==> src/rtl/mux_serializer_pkg.sv <==
// mux_serializer_pkg
//   Shared constants and types for the mux_serializer parallel-to-serial
//   transmitter and its 16-to-1 bit multiplexer.
//   WORD_W   : transmitted word width (16)
//   SEL_W    : multiplexer select width (4)
//   LAST_BIT : bit count value of the final bit of a frame
//   state_t  : transmitter FSM states
package mux_serializer_pkg;

  localparam int WORD_W = 16;
  localparam int SEL_W  = 4;
  localparam int CNT_W  = 5;

  localparam logic [CNT_W-1:0] LAST_BIT = 5'd15;

  typedef enum logic [1:0] {
    IDLE  = 2'd0,
    SHIFT = 2'd1,
    DONE  = 2'd2
  } state_t;

  // Select value for the first bit of a frame in the requested order.
  function automatic logic [SEL_W-1:0] first_sel(input logic msb_first);
    if (msb_first) begin
      return 4'd15;
    end else begin
      return 4'd0;
    end
  endfunction

endpackage

==> src/rtl/mux_serializer_mux16.sv <==
// MUX16to1
//   Existing 16-to-1 single-bit multiplexer driven by the serializer.
//   data : 16 input bits
//   sel  : 4-bit select, chooses data[sel]
//   y    : selected bit (purely combinational)
module MUX16to1
  import mux_serializer_pkg::*;
(
  input  logic [WORD_W-1:0] data,
  input  logic [SEL_W-1:0]  sel,
  output logic              y
);

  // Pure bit selection; no state.
  always_comb begin
    y = data[sel];
  end

endmodule

==> src/rtl/mux_serializer.sv <==
// mux_serializer
//   Captures a 16-bit word on a start strobe and walks the MUX16to1 select
//   through all 16 positions (LSB-first or MSB-first), one per clock,
//   presenting the multiplexer output as a qualified serial stream.
//   clk       : rising-edge clock
//   rst       : asynchronous active-high reset
//   start     : frame request, honoured only in IDLE or DONE
//   msb_first : bit order, captured with data_in on accept
//   data_in   : word to transmit, captured on accept
//   ser_out   : current serial bit, forced to 0 when ser_valid is low
//   ser_valid : high while a frame bit is on ser_out (same as busy)
//   busy      : high in SHIFT
//   done      : one-cycle pulse in the DONE state
//   sel       : current multiplexer select (observe only)
module mux_serializer
  import mux_serializer_pkg::*;
(
  input  logic              clk,
  input  logic              rst,
  input  logic              start,
  input  logic              msb_first,
  input  logic [WORD_W-1:0] data_in,
  output logic              ser_out,
  output logic              ser_valid,
  output logic              busy,
  output logic              done,
  output logic [SEL_W-1:0]  sel
);

  state_t              state_r;
  state_t              state_next_s;
  logic [WORD_W-1:0]   word_r;
  logic                order_r;
  logic [SEL_W-1:0]    sel_r;
  logic [CNT_W-1:0]    cnt_r;
  logic                busy_r;
  logic                done_r;
  logic                accept_s;
  logic                step_s;
  logic                raw_bit_s;

  // Start is only honoured once the previous frame has finished.
  always_comb begin
    accept_s = 1'b0;
    step_s   = 1'b0;
    if ((state_r == IDLE) || (state_r == DONE)) begin
      accept_s = start;
    end else begin
      accept_s = 1'b0;
    end
    if ((state_r == SHIFT) && (cnt_r != LAST_BIT)) begin
      step_s = 1'b1;
    end else begin
      step_s = 1'b0;
    end
  end

  // Next-state logic for the transmitter FSM.
  always_comb begin
    state_next_s = state_r;
    case (state_r)
      IDLE: begin
        if (start) begin
          state_next_s = SHIFT;
        end else begin
          state_next_s = IDLE;
        end
      end
      SHIFT: begin
        if (cnt_r == LAST_BIT) begin
          state_next_s = DONE;
        end else begin
          state_next_s = SHIFT;
        end
      end
      DONE: begin
        if (start) begin
          state_next_s = SHIFT;
        end else begin
          state_next_s = IDLE;
        end
      end
      default: begin
        state_next_s = IDLE;
      end
    endcase
  end

  // State register.
  always_ff @(posedge clk or posedge rst) begin
    if (rst) begin
      state_r <= IDLE;
    end else begin
      state_r <= state_next_s;
    end
  end

  // Capture registers plus bit counter and select stepping; sel never
  // wraps because stepping stops on the last bit.
  always_ff @(posedge clk or posedge rst) begin
    if (rst) begin
      word_r  <= 16'h0000;
      order_r <= 1'b0;
      sel_r   <= 4'd0;
      cnt_r   <= 5'd0;
    end else if (accept_s) begin
      word_r  <= data_in;
      order_r <= msb_first;
      sel_r   <= first_sel(msb_first);
      cnt_r   <= 5'd0;
    end else if (step_s) begin
      cnt_r <= cnt_r + 5'd1;
      if (order_r) begin
        sel_r <= sel_r - 4'd1;
      end else begin
        sel_r <= sel_r + 4'd1;
      end
    end else begin
      word_r  <= word_r;
      order_r <= order_r;
      sel_r   <= sel_r;
      cnt_r   <= cnt_r;
    end
  end

  // Status flags registered from the next state so they track state_r
  // exactly while clearing asynchronously with rst.
  always_ff @(posedge clk or posedge rst) begin
    if (rst) begin
      busy_r <= 1'b0;
      done_r <= 1'b0;
    end else begin
      busy_r <= (state_next_s == SHIFT);
      done_r <= (state_next_s == DONE);
    end
  end

  MUX16to1 u_mux (
    .data (word_r),
    .sel  (sel_r),
    .y    (raw_bit_s)
  );

  // Serial output is the raw mux bit qualified by the busy flag.
  always_comb begin
    ser_out   = raw_bit_s & busy_r;
    ser_valid = busy_r;
    busy      = busy_r;
    done      = done_r;
    sel       = sel_r;
  end

endmodule

==> config.mk <==
export PLATFORM = sky130hd
export DESIGN_NAME = mux_serializer
export DESIGN_NICKNAME = d
export VERILOG_FILES = /design/src/rtl/mux_serializer_pkg.sv /design/src/rtl/mux_serializer_mux16.sv /design/src/rtl/mux_serializer.sv
export SDC_FILE = /design/constraint.sdc
export NUM_CORES = 1
export LEC_CHECK = 0
export ABC_AREA = 1
export BUFFER_PORTS_ARGS = -buffer_cell sky130_fd_sc_hd__buf_2
export CAP_MARGIN = 20
export CORE_UTILIZATION = 25
export CTS_BUF_LIST = sky130_fd_sc_hd__clkbuf_16
export DETAILED_ROUTE_END_ITERATION = 10
export PLACE_DENSITY = 0.47
export RECOVER_POWER = 100
export SYNTH_ARGS = -nofsm -noshare
export SYNTH_HDL_FRONTEND = slang
export SYNTH_SLANG_ARGS = --single-unit
==> constraint.sdc <==
create_clock -name clk -period 1.9 [get_ports clk]
set_input_delay 0.095 -clock clk [delete_from_list [all_inputs] [get_ports clk]]
set_output_delay 0.095 -clock clk [all_outputs]
set_load 0.01 [all_outputs]
==> out/qor.yml <==
layout:
  final_layout_size_suffix_gt1_frac: 0.2085
  syn_to_final_growth_pct: 23.98
  antennaDiodeCount: 0
  utilization: 0.3302
  fin_nets: 235
  final_area_mm2: 0.001863
cts:
  ctsResizeCount: 0
  clock_latency_ns: 0.27
  numCtsBuffers: 5
  h-tree-depth: 2
  cts.path.max_buffers: 2
  cts_tree: "done"
  cts-root-buf: "clkbuf_16"
  clock_sinks: 30
  path_clk_slew_ns: 0.05
timing:
  fin_worst_skew_ns: 0.002683
  final.setup.tns_ns: 0
  timing.hold.ws_ns: 0.01803
  rsz0062_at_grt: "false"
  layout_min_cycle_time_ns: 1.730
  max_clock_freq_mhz: 578.0
  finalMaxSlewViolations: 0
  tightest_slew_ns: 0.7850
  relSlewSlack: 0.4767
  finalSetupViolCount: 0
  period_share: 0.9106
  hold_violations: 0
drt:
  vias_per_cell: 4.240
  drt-initial-drc-count: 27
  num_vias: 1200
  drc: 0
  wirelength_um: 3343
  drtPass1Iterations: 4
  wl_per_cell_um: 11.81
  ant_nets: 0
logic_synthesis:
  synth.avg_cell_area_um2: 8.636
  synthesis.area_mm2: 0.001503
  synth_nets: 199
  yosysTopAreaCellShare: 0.4996
  synth_mux_area_frac: 0
  synth-xor-area-share: 0.01166
  ys_types: 28
  yosys_warnings: 0
  synth_area_leaders: "dfrtp_1 (50%), nand2_1 (10%), inv_1 (5.7%), o21ai_0 (5.7%), nand3_1 (5.0%)"
  synth_simple_gate_area_frac: 0.2298
  synth_top_family_by_area: "simple AND/OR/NAND/NOR gates"
  yosysTopAreaCell: "dfrtp_1"
  synthAdderAreaFrac: 0.04663
  ys_seq_elements: 30
  ys_seq_area_frac: 0.4996
  syn_inst: 174
  synth_compound_area_frac: 0.1157
pwr:
  clkPwrFrac: 0.223
  power.switching_w: 0.001281
  intPower_w: 0.002017
  vdd_drop_max_mv: 0.6379
  power.density_mw_per_mm2: 1771
  power_frac_comb: 0.446
  p_leak_nw: 0.9442
  netSwitchingFraction: 0.3884
  seq_power_share: 0.331
die:
  start_util: 0.2664
  die_y_um: 79.53
  dieArea_mm2: 0.006325
  die_w_um: 79.53
  rows: 27
  pin_count: 28
  core_mm2: 0.005642
placement:
  place.gp.congestion: 0.8161
  place_hpwl_um: 2373
  io_buffer_count: 27
  dpl_cell_area_mm2: 0.001732
critical_path:
  crit_arrival_ns: 1.88
  start_kind: "flop"
  crit_type: "flop to flop"
  worstPathRequired_ns: 2.05
  worst_setup_path_end_kind: "flop"
  cp_max_fo: 6
worst_hold_path:
  hp-class: "input port to flop"
global_route:
  grt_pass1_vias: 1214
  antenna_found_initial: 0
  grt_pass1_wl_um: 5692
  grt_use_total: 0.1217
  grt_max_degree: 31
  grt-ovfl-total: 0
job:
  drv_cap: 0
status:
  outcome: "complete, no violations"
metal layers:
layer / wire, um / up-vias / track usage
li1: - / 622 / -
met5: 0 / - / 0
met3: 141 / 8 / 0.03314
met2: 1462 / 22 / 0.1812
met1: 1663 / 548 / 0.1574
met4: 75 / 0 / 0.06909
flip-flops by register name, indices dropped and copies added (netlist names):
| name | cells |
|---|---|
| word_r | 16 |
| done | 1 |
| order_r | 1 |
| sel | 4 |
| busy | 1 |
| state_r | 2 |
| cnt_r | 5 |
critical path, stage by stage (launching register included):
cell and delay [ns]:
dfrtp_1 0.40, ha_1 0.22, nand2_1 0.08, nor2_1 0.04, ha_1 0.22, nor3_4 0.18
inv_2 0.11, nand2_4 0.10, inv_2 0.08, nor2_4 0.13, a22oi_2 0.06
cell usage in the layout (no fill, tap or decap), drive strengths merged:
cell | netlist | layout
nand2 | 44 | 44
dfrtp | 30 | 30
inv | 27 | 28
buf | 6 | 25
o21ai | 17 | 17
nand3 | 15 | 15
clkbuf | 0 | 14
nor2 | 12 | 12
a21oi | 6 | 6
ha | 4 | 4
a22oi | 2 | 2
xnor2 | 2 | 2
nor3b | 2 | 2
clkinv | 0 | 2
nor3 | 1 | 1
or2 | 1 | 1
o22ai | 1 | 1
a21o | 1 | 1
o21bai | 1 | 1
a22o | 1 | 1
fa | 1 | 1
dlygate4sd3 | 0 | 1
cell type report:
class,instances,area (um2)
well taps,72,90.09
inverters,27,101.3
multi-input cells,111,601.8
clock inverters,3,12.51
flip-flops and latches,30,750.7
fillers,621,3779
repair buffers,35,181.4
clock buffers,5,125.1
path summary, 6_finish.rpt:
check / slack [ns] / depth (start not counted) / end / from
setup / recovery: 0.17 / 10 / sel[1] / cnt_r[0]
setup reg to reg: 0.17 / 10 / sel[1] / cnt_r[0]
min in group asynchronous: 0.59 / 4 / done / rst
hold / removal: 0.02 / 3 / word_r[10] / data_in[10]
max in group asynchronous: 0.81 / 4 / cnt_r[2] / rst
hold reg to reg: 0.46 / 1 / cnt_r[3] / cnt_r[3]
timing repair:
action	CTS	global route
endpoints found under the setup margin	0	5
hold buffers	1	0
setup buffers	0	1
endpoints found under the hold margin	30	0
through the flow:
| step | instances | setup WS, ns | total power, W |
|---|---|---|---|
| floorplan | 174 | 0.2518 | 0.002211 |
| global placement | 273 | 0.1459 | 0.002621 |
| detailed placement | 273 | 0.09973 | 0.002629 |
| global route | 283 | 0.01850 | 0.003653 |
| CTS | 282 | 0.08431 | 0.003399 |
| finish | 283 | 0.1699 | 0.003299 |
power by group through the flow:
stage               clock network (W)  registers [W]  logic, W
global route                 0.000781        0.00113   0.00174
finish                       0.000735        0.00109   0.00147
global placement                    0        0.00110   0.00152
CTS                          0.000762        0.00110   0.00154
detailed placement                  0        0.00110   0.00152
floorplan                           0        0.00111   0.00110
cells by family after synthesis:
family                   Yosys count
AO/OA/AOI/OAI                     29
XOR/XNOR                           2
adder cells (fa/ha/maj)            5
buffers and inverters             33
flip-flops                        30
AND/OR/NAND/NOR                   75
Yosys cell counts:
master	n
nand2_1	42
dfrtp_1	30
inv_1	23
o21ai_0	17
nand3_1	15
nor2_1	9
a21oi_1	5
ha_1	4
buf_2	3
inv_2	3
a22oi_2	2
buf_4	2
nor2_2	2
nor3b_1	2
xnor2_1	2
a21o_1	1
a21oi_2	1
a22o_1	1
buf_6	1
fa_1	1
inv_4	1
nand2_2	1
nand2_4	1
nor2_4	1
nor3_4	1
o21bai_1	1
o22ai_1	1
or2_2	1
No activity file was read; power rests on OpenSTA's default activity.
